`src/rtl/flip_engine.sv`:
```
// flip_engine: resolves one Othello move against the 8x8 board store.
// Walks the 8 directions from the target cell, flips bracketed opponent disks,
// then writes the placed disk and reports legality and flip count.
// Optional macro FLIP_DRAW_EN: mirrors every board write as a draw request and
// holds each write until draw_ack.
module flip_engine #(
    parameter int unsigned READ_LAT   = 1,
    parameter logic [1:0]  EMPTY_CODE = 2'b00
) (
    input  logic       clock,
    input  logic       resetn,
    input  logic       start,
    input  logic [1:0] side,
    input  logic [2:0] x,
    input  logic [2:0] y,
    output logic [2:0] rd_x,
    output logic [2:0] rd_y,
    input  logic [1:0] rd_q,
    output logic       wr_en,
    output logic [2:0] wr_x,
    output logic [2:0] wr_y,
    output logic [1:0] wr_data,
    output logic       busy,
    output logic       done,
    output logic       valid,
    output logic [5:0] flip_count
`ifdef FLIP_DRAW_EN
    ,
    output logic       draw_req,
    output logic [2:0] draw_x,
    output logic [2:0] draw_y,
    output logic [1:0] draw_sel,
    input  logic       draw_ack
`endif
);

    localparam logic [3:0] ST_IDLE     = 4'd0;
    localparam logic [3:0] ST_CHECK    = 4'd1;
    localparam logic [3:0] ST_DIR_INIT = 4'd2;
    localparam logic [3:0] ST_STEP     = 4'd3;
    localparam logic [3:0] ST_WAIT     = 4'd4;
    localparam logic [3:0] ST_EVAL     = 4'd5;
    localparam logic [3:0] ST_FLIP     = 4'd6;
    localparam logic [3:0] ST_PLACE    = 4'd7;
    localparam logic [3:0] ST_FINISH   = 4'd8;

    logic [3:0] state_q, state_d;
    logic [1:0] side_q, side_d;
    logic [2:0] x_q, x_d, y_q, y_d;
    logic [2:0] cur_x_q, cur_x_d, cur_y_q, cur_y_d;
    logic [2:0] dir_q, dir_d;
    logic [2:0] run_q, run_d;
    logic [2:0] fcnt_q, fcnt_d;
    logic [5:0] total_q, total_d;
    logic [1:0] cnt_q, cnt_d;
    logic       valid_q, valid_d;
    logic [5:0] fc_q, fc_d;

    logic [3:0] dx, dy;
    logic [3:0] nx, ny;
    logic       adv_dir;
    logic       wr_go;
    logic       cell_empty;
    logic [1:0] opp;

`ifdef FLIP_DRAW_EN
    assign wr_go = draw_ack;
`else
    assign wr_go = 1'b1;
`endif

    // Direction decode: deltas as 4-bit two's complement.
    always_comb begin
        dx = 4'd0;
        dy = 4'd0;
        unique case (dir_q)
            3'd0: begin dx = 4'h0; dy = 4'hF; end
            3'd1: begin dx = 4'h1; dy = 4'hF; end
            3'd2: begin dx = 4'h1; dy = 4'h0; end
            3'd3: begin dx = 4'h1; dy = 4'h1; end
            3'd4: begin dx = 4'h0; dy = 4'h1; end
            3'd5: begin dx = 4'hF; dy = 4'h1; end
            3'd6: begin dx = 4'hF; dy = 4'h0; end
            default: begin dx = 4'hF; dy = 4'hF; end
        endcase
    end

    // Stepped cursor; bit 3 set means the step left the board on either side.
    assign nx = {1'b0, cur_x_q} + dx;
    assign ny = {1'b0, cur_y_q} + dy;

    assign cell_empty = (rd_q == EMPTY_CODE) || (rd_q == 2'b11);
    assign opp        = side_q ^ 2'b11;

    // Next-state logic for the move walker.
    always_comb begin
        state_d = state_q;
        side_d  = side_q;
        x_d     = x_q;
        y_d     = y_q;
        cur_x_d = cur_x_q;
        cur_y_d = cur_y_q;
        dir_d   = dir_q;
        run_d   = run_q;
        fcnt_d  = fcnt_q;
        total_d = total_q;
        cnt_d   = cnt_q;
        valid_d = valid_q;
        fc_d    = fc_q;
        adv_dir = 1'b0;

        case (state_q)
            ST_IDLE: begin
                if (start) begin
                    side_d  = side;
                    x_d     = x;
                    y_d     = y;
                    cur_x_d = x;
                    cur_y_d = y;
                    dir_d   = 3'd0;
                    run_d   = 3'd0;
                    total_d = 6'd0;
                    cnt_d   = 2'd0;
                    valid_d = 1'b0;
                    fc_d    = 6'd0;
                    state_d = ST_CHECK;
                end
            end
            ST_CHECK: begin
                if (cnt_q == 2'(READ_LAT)) begin
                    if (side_q == 2'b00 || side_q == 2'b11 || !cell_empty) begin
                        state_d = ST_FINISH;
                    end else begin
                        state_d = ST_DIR_INIT;
                    end
                end else begin
                    cnt_d = cnt_q + 2'd1;
                end
            end
            ST_DIR_INIT: begin
                cur_x_d = x_q;
                cur_y_d = y_q;
                run_d   = 3'd0;
                state_d = ST_STEP;
            end
            ST_STEP: begin
                if (nx[3] || ny[3]) begin
                    adv_dir = 1'b1;
                end else begin
                    cur_x_d = nx[2:0];
                    cur_y_d = ny[2:0];
                    cnt_d   = 2'd0;
                    state_d = ST_WAIT;
                end
            end
            ST_WAIT: begin
                if (cnt_q == 2'(READ_LAT - 1)) begin
                    state_d = ST_EVAL;
                end else begin
                    cnt_d = cnt_q + 2'd1;
                end
            end
            ST_EVAL: begin
                if (rd_q == opp) begin
                    run_d   = run_q + 3'd1;
                    state_d = ST_STEP;
                end else if (!cell_empty && rd_q == side_q && run_q != 3'd0) begin
                    // Restart just past the target; the bracket is known in range.
                    cur_x_d = x_q + dx[2:0];
                    cur_y_d = y_q + dy[2:0];
                    fcnt_d  = 3'd0;
                    state_d = ST_FLIP;
                end else begin
                    adv_dir = 1'b1;
                end
            end
            ST_FLIP: begin
                if (wr_go) begin
                    cur_x_d = nx[2:0];
                    cur_y_d = ny[2:0];
                    fcnt_d  = fcnt_q + 3'd1;
                    if (fcnt_q + 3'd1 == run_q) begin
                        total_d = total_q + {3'd0, run_q};
                        adv_dir = 1'b1;
                    end
                end
            end
            ST_PLACE: begin
                if (wr_go) begin
                    state_d = ST_FINISH;
                end
            end
            ST_FINISH: begin
                state_d = ST_IDLE;
            end
            default: state_d = ST_IDLE;
        endcase

        if (adv_dir) begin
            if (dir_q == 3'd7) begin
                if (total_d != 6'd0) begin
                    cur_x_d = x_q;
                    cur_y_d = y_q;
                    state_d = ST_PLACE;
                end else begin
                    state_d = ST_FINISH;
                end
            end else begin
                dir_d   = dir_q + 3'd1;
                state_d = ST_DIR_INIT;
            end
        end

        // Results are registered on entry so they are visible alongside done.
        if (state_d == ST_FINISH && state_q != ST_FINISH) begin
            valid_d = (total_d != 6'd0);
            fc_d    = total_d;
        end
    end

    // State registers with asynchronous abort.
    always_ff @(posedge clock or negedge resetn) begin
        if (!resetn) begin
            state_q <= ST_IDLE;
            side_q  <= 2'b00;
            x_q     <= 3'd0;
            y_q     <= 3'd0;
            cur_x_q <= 3'd0;
            cur_y_q <= 3'd0;
            dir_q   <= 3'd0;
            run_q   <= 3'd0;
            fcnt_q  <= 3'd0;
            total_q <= 6'd0;
            cnt_q   <= 2'd0;
            valid_q <= 1'b0;
            fc_q    <= 6'd0;
        end else begin
            state_q <= state_d;
            side_q  <= side_d;
            x_q     <= x_d;
            y_q     <= y_d;
            cur_x_q <= cur_x_d;
            cur_y_q <= cur_y_d;
            dir_q   <= dir_d;
            run_q   <= run_d;
            fcnt_q  <= fcnt_d;
            total_q <= total_d;
            cnt_q   <= cnt_d;
            valid_q <= valid_d;
            fc_q    <= fc_d;
        end
    end

    // Output decode; the cursor doubles as read and write address.
    always_comb begin
        rd_x       = cur_x_q;
        rd_y       = cur_y_q;
        wr_x       = cur_x_q;
        wr_y       = cur_y_q;
        wr_data    = side_q;
        wr_en      = (state_q == ST_FLIP || state_q == ST_PLACE) && wr_go;
        busy       = (state_q != ST_IDLE) && (state_q != ST_FINISH);
        done       = (state_q == ST_FINISH);
        valid      = valid_q;
        flip_count = fc_q;
`ifdef FLIP_DRAW_EN
        draw_req   = (state_q == ST_FLIP || state_q == ST_PLACE);
        draw_x     = cur_x_q;
        draw_y     = cur_y_q;
        draw_sel   = side_q;
`endif
    end

endmodule

```
`config.mk`:
```
export PLATFORM = sky130hd
export DESIGN_NAME = flip_engine
export DESIGN_NICKNAME = d
export VERILOG_FILES = /design/src/rtl/flip_engine.sv
export SDC_FILE = /design/constraint.sdc
export NUM_CORES = 1
export LEC_CHECK = 0
export ABC_CLOCK_PERIOD_IN_PS = 4900
export BUFFER_PORTS_ARGS = -buffer_cell sky130_fd_sc_hd__buf_2
export CAP_MARGIN = 30
export CELL_PAD_IN_SITES_DETAIL_PLACEMENT = 1
export CELL_PAD_IN_SITES_GLOBAL_PLACEMENT = 1
export CORE_MARGIN = 2
export CORE_UTILIZATION = 47
export DETAILED_ROUTE_END_ITERATION = 12
export GPL_ROUTABILITY_DRIVEN = 0
export PLACE_DENSITY_LB_ADDON = 0.12
export SLEW_MARGIN = 15
export SYNTH_ARGS = -nofsm -noshare
export SYNTH_HDL_FRONTEND = slang
export SYNTH_SLANG_ARGS = --single-unit
```
`constraint.sdc`:
```
create_clock -name clock -period 4.9 [get_ports clock]
set_clock_uncertainty 0.15 [all_clocks]
set_input_delay 0.245 -clock clock [delete_from_list [all_inputs] [get_ports clock]]
set_output_delay 0.245 -clock clock [all_outputs]
set_load 0.02 [all_outputs]
```
==> flow_summary.html <==
<table>
<tr><th>Metric</th><th>Value</th></tr>
<tr><th colspan="2">Run status</th></tr>
<tr><td>Result of the run</td><td>complete, no violations</td></tr>
<tr><th colspan="2">Clocking</th></tr>
<tr><td>Number of buffers created by CTS</td><td>5</td></tr>
<tr><td>Clock slew seen by the registers of the worst setup and hold paths</td><td>roughly 100 ps</td></tr>
<tr><td>Clock network latency to the later pin of the worst-skew pair</td><td>approximately 300 ps</td></tr>
<tr><td>Maximum root-to-sink buffer count</td><td>2</td></tr>
<tr><td>H-Tree Level Count</td><td>2</td></tr>
<tr><td># clock sinks</td><td>42</td></tr>
<tr><td>Clock tree from TritonCTS</td><td>built</td></tr>
<tr><td>Clock root buffer master</td><td>clkbuf_8</td></tr>
<tr><th colspan="2">Final layout</th></tr>
<tr><td>Fraction of final layout cells with drive strength greater than 1</td><td>0.146</td></tr>
<tr><td>Number of nets in the finished design</td><td>roughly 410</td></tr>
<tr><td>Area Growth Syn to Fin</td><td>12.8%</td></tr>
<tr><td>Number of antenna cells inserted</td><td>0</td></tr>
<tr><td>Commonest cells after routing, fill and taps aside</td><td>nand2_1 (48), dfrtp_1 (42), buf_2 (36), o21ai_0 (24), ha_1 (23)</td></tr>
<tr><td>Most common library cell in the layout ignoring fill and taps</td><td>nand2_1</td></tr>
<tr><td>Final Cell Area</td><td>3430 um2</td></tr>
<tr><th colspan="2">Worst setup path</th></tr>
<tr><td>Largest fanout of any net on the critical path</td><td>20</td></tr>
<tr><td>Endpoint required time on the critical path</td><td>slightly below 5000 ps</td></tr>
<tr><td>Launching element type of the critical path</td><td>flop</td></tr>
<tr><td>Slowest cell delay on critical path</td><td>~850 ps</td></tr>
<tr><td>Worst path depth</td><td>7</td></tr>
<tr><td>Arrival time of data at the critical path endpoint</td><td>just over 4000 ps</td></tr>
<tr><td>Kind of end point of the critical path</td><td>flop</td></tr>
<tr><td>Path type of the worst setup path</td><td>flop to flop</td></tr>
<tr><td>Worst Reg2Reg Path Length in Cells</td><td>7</td></tr>
<tr><td>Cells traversed along the worst timing path</td><td>nand4bb_1 &gt; nor4_1 &gt; mux2i_1 &gt; or3_1 &gt; nor4_4 &gt; nand2b_1 &gt; mux2_1</td></tr>
<tr><td>Sum of buffers and inverters on the critical path</td><td>0</td></tr>
<tr><td>Critical Path Slowest Stage Cell</td><td>dfrtp_1</td></tr>
<tr><td>Dominant delay contributor by cell family on the critical path</td><td>simple AND/OR/NAND/NOR gates</td></tr>
<tr><th colspan="2">GRT</th></tr>
<tr><td>Initial antenna violation count</td><td>0</td></tr>
<tr><td>Pin count of the biggest net entering global routing</td><td>43</td></tr>
<tr><td>GR Util All Layers</td><td>0.229</td></tr>
<tr><td>Remaining global-route overflow</td><td>0</td></tr>
<tr><td>Via count of the first global-routing pass</td><td>2582</td></tr>
<tr><td>First-pass GRT wire length</td><td>approximately 13000 um</td></tr>
<tr><th colspan="2">STA</th></tr>
<tr><td>Slew Viols, Final</td><td>0</td></tr>
<tr><td>Slew @ Worst Pin</td><td>approximately 780 ps</td></tr>
<tr><td>Maximum achievable frequency</td><td>around 250 MHz</td></tr>
<tr><td>Max-slew headroom at the worst pin</td><td>0.480</td></tr>
<tr><td>Final setup fails</td><td>0</td></tr>
<tr><td>Number of failing hold endpoints at the final stage</td><td>0</td></tr>
<tr><td>Final TNS setup</td><td>0 ps</td></tr>
<tr><td>Crit path time final</td><td>between 3000 and 4000 ps</td></tr>
<tr><td>Ratio of final minimum period to clock period</td><td>0.814</td></tr>
<tr><td>Setup repair after global routing missed its margin</td><td>no</td></tr>
<tr><th colspan="2">Power and ir drop</th></tr>
<tr><td>Share of power burned in registers</td><td>0.334</td></tr>
<tr><td>Leakage Power</td><td>approximately 1.7 nW</td></tr>
<tr><td>PnR Total Power</td><td>1.83 mW</td></tr>
<tr><td>IR Drop Worst-Case VDD</td><td>~270 uV</td></tr>
<tr><td>Switching component of the power</td><td>approximately 870 uW</td></tr>
<tr><td>Power share of the combinational group</td><td>0.530</td></tr>
<tr><td>Design internal power</td><td>957 uW</td></tr>
<tr><td>Total power per unit cell area</td><td>around 530 nW/um2</td></tr>
<tr><td>Net Sw Frac</td><td>0.476</td></tr>
<tr><td>Clock power share</td><td>0.136</td></tr>
<tr><th colspan="2">Yosys</th></tr>
<tr><td>Cell area after technology mapping</td><td>slightly above 3000 um2</td></tr>
<tr><td>Largest family of logic cells by synthesized area</td><td>simple AND/OR/NAND/NOR gates</td></tr>
<tr><td>Xor-xnor portion of the synthesized cell area</td><td>0.0453</td></tr>
<tr><td>Number of synthesized flops with an enable pin</td><td>0</td></tr>
<tr><td>Post-synthesis adder-cell area fraction</td><td>0.101</td></tr>
<tr><td>Synth Area in Compound Gates</td><td>0.175</td></tr>
<tr><td>Share of async-settable or async-resettable flops after synthesis</td><td>1.00</td></tr>
<tr><td>Mean Syn Cell Area</td><td>8.89 um2</td></tr>
<tr><td>Post-synthesis share of cell area spent on and, or, nand and nor gates</td><td>0.211</td></tr>
<tr><td>Top FF cell, synth</td><td>dfrtp_1</td></tr>
<tr><td>Net Count, Synth</td><td>~380</td></tr>
<tr><td>Multiplexer area fraction after synthesis</td><td>0.0683</td></tr>
<tr><td>Instance count of the mapped netlist</td><td>342</td></tr>
<tr><td>Warning count from the yosys run</td><td>0</td></tr>
<tr><td>Distinct cells, synth</td><td>54</td></tr>
<tr><td>Sequential area share after synthesis</td><td>0.346</td></tr>
<tr><td>Yosys reg bits</td><td>42</td></tr>
<tr><th colspan="2">Die</th></tr>
<tr><td>Total Die Area</td><td>between 7000 and 8000 um2</td></tr>
<tr><td>Die height</td><td>around 84 um</td></tr>
<tr><td>Floorplan Core Area</td><td>roughly 6300 um2</td></tr>
<tr><td>Top-level port count</td><td>37</td></tr>
<tr><td>Initial Utilization</td><td>0.481</td></tr>
<tr><td>Die span in x</td><td>around 84 um</td></tr>
<tr><td>Cell row count</td><td>29</td></tr>
<tr><th colspan="2">Worst hold path</th></tr>
<tr><td>Hold crit path type</td><td>input port to flop</td></tr>
<tr><td>WHS Path Cells</td><td>3</td></tr>
<tr><th colspan="2">Job</th></tr>
<tr><td>Max-cap violation count</td><td>0</td></tr>
<tr><th colspan="2">Route</th></tr>
<tr><td>Residual antenna-violating net count after detailed routing</td><td>0</td></tr>
<tr><td>Total wire length after detailed routing</td><td>between 7000 and 8000 um</td></tr>
<tr><td>Number of vias in the routed layout</td><td>2606</td></tr>
<tr><td>DRC viols</td><td>0</td></tr>
<tr><td>Per-cell via count in the routed design</td><td>around 5.7</td></tr>
<tr><td>Initial DRC Count</td><td>between 150 and 200</td></tr>
<tr><td>Drt wl/cell</td><td>approximately 17 um</td></tr>
<tr><td>Count of TritonRoute iterations in the first routing pass</td><td>4</td></tr>
<tr><th colspan="2">Placed design</th></tr>
<tr><td>Port Buffers</td><td>36</td></tr>
<tr><td>Placed standard-cell area</td><td>~3200 um2</td></tr>
<tr><td>Post-detail-place hpwl</td><td>5940 um</td></tr>
</table>
[cell families (layout without fill, tap and decap cells)]
group                      Yosys count  count (layout)
and+or+nand+nor                    129             129
xor gates and xnor gates            14              14
muxes                               20              20
AOI/OAI and AO/OA                   77              77
buffers and inverters               36              71
adders and majority gates           24              24
DFF                                 42              42
[routing by layer]
layer	vias up	share of wire	track usage
met3	8	0.033	0.0324
met2	47	0.47	0.373
met4	0	0.010	0.0505
li1	1285	-	-
met5	-	0	0
met1	1266	0.49	0.326
[cells in the mapped netlist, types with 2 or more instances]
master / instances / share of area
or3_1: 8 / 0.016
a2bb2oi_1: 2 / 0.0058
a21oi_1: 7 / 0.012
o211ai_1: 5 / 0.012
clkbuf_1: 13 / 0.016
xor2_1: 7 / 0.020
dfrtp_1: 42 / 0.35
nand3_1: 16 / 0.026
inv_1: 15 / 0.019
a22oi_1: 3 / 0.0074
buf_4: 7 / 0.017
nand2b_1: 4 / 0.0082
or2_2: 5 / 0.010
and3_1: 3 / 0.0062
ha_1: 23 / 0.095
nor2_1: 20 / 0.025
a21boi_0: 2 / 0.0049
a21o_1: 7 / 0.017
mux2_1: 6 / 0.022
o21ai_0: 24 / 0.040
nor2b_1: 5 / 0.010
nand4_1: 2 / 0.0041
nor4_1: 2 / 0.0041
mux2i_1: 14 / 0.046
o22ai_1: 2 / 0.0041
a221o_1: 4 / 0.013
o31ai_1: 3 / 0.0074
a22o_1: 6 / 0.017
nand2_1: 48 / 0.059
or4_1: 2 / 0.0049
xnor2_1: 6 / 0.017
nor3_1: 7 / 0.012
[cell type report]
cell class	count	area, um2
clock buffers	5	68.8
clock inverters	3	26.3
repair buffers	48	303
well taps	77	96.3
flip-flops and latches	42	1050
inverters	15	56.3
multi-input cells	264	1830
fillers	763	2890
[power by group through the flow]
stage | combinational [mW] | sequential, mW | clock, mW
after floorplan | 0.897 | 0.590 | 0
after global placement | 0.932 | 0.613 | 0
after detailed placement | 0.957 | 0.618 | 0
after CTS | 0.970 | 0.610 | 0.259
after global routing | 1.09 | 0.633 | 0.268
final | 0.968 | 0.611 | 0.248
[worst register-to-register path, delay by kind of cell (launching register included)]
kind	cells	cell delay (ps)
DFF	1	850
muxes	2	580
and+or+nand+nor	5	2310
[what timing repair did]
item | in CTS | in global routing
resized for setup | 0 | 0
setup buffers | 0 | 0
hold buffers | 8 | 0
endpoints found under the hold margin | 49 | 0
[registers in the layout, summed over array words and instances (netlist names)]
name / flops
cnt_q: 2
dir_q: 3
fcnt_q: 3
flip_count: 6
rd_x: 3
rd_y: 3
run_q: 3
state_q: 4
total_q: 6
valid: 1
wr_data: 2
x_q: 3
y_q: 3
[worst paths after layout]
| path | startpoint | to | slack (ps) |
|---|---|---|---|
| max reg2reg | state_q[2]$_DFF_PN0_ | rd_x[2]$_DFF_PN0_ | 910 |
| min | y[2] | y_q[2]$_DFFE_PN0P_ | 20 |
| min in group asynchronous | resetn | wr_data[0]$_DFFE_PN0P_ | 200 |
| max in group asynchronous | resetn | flip_count[5]$_DFFE_PN0P_ | 3920 |
| max | state_q[2]$_DFF_PN0_ | rd_x[2]$_DFF_PN0_ | 910 |
| min reg2reg | flip_count[3]$_DFFE_PN0P_ | flip_count[3]$_DFFE_PN0P_ | 360 |
[metrics by stage]
step | hold slack (ps) | setup WS [ps] | utilization | std cells
finish | 24.9 | 912 | 0.543 | 454
global route | 53.8 | 635 | 0.543 | 454
CTS | 21.2 | 890 | 0.540 | 453
detailed placement | 291 | 925 | 0.512 | 437
global placement | 287 | 1100 | 0.512 | 437
floorplan | -201 | 1630 | - | 342
No activity file was read; power rests on OpenSTA's default activity.
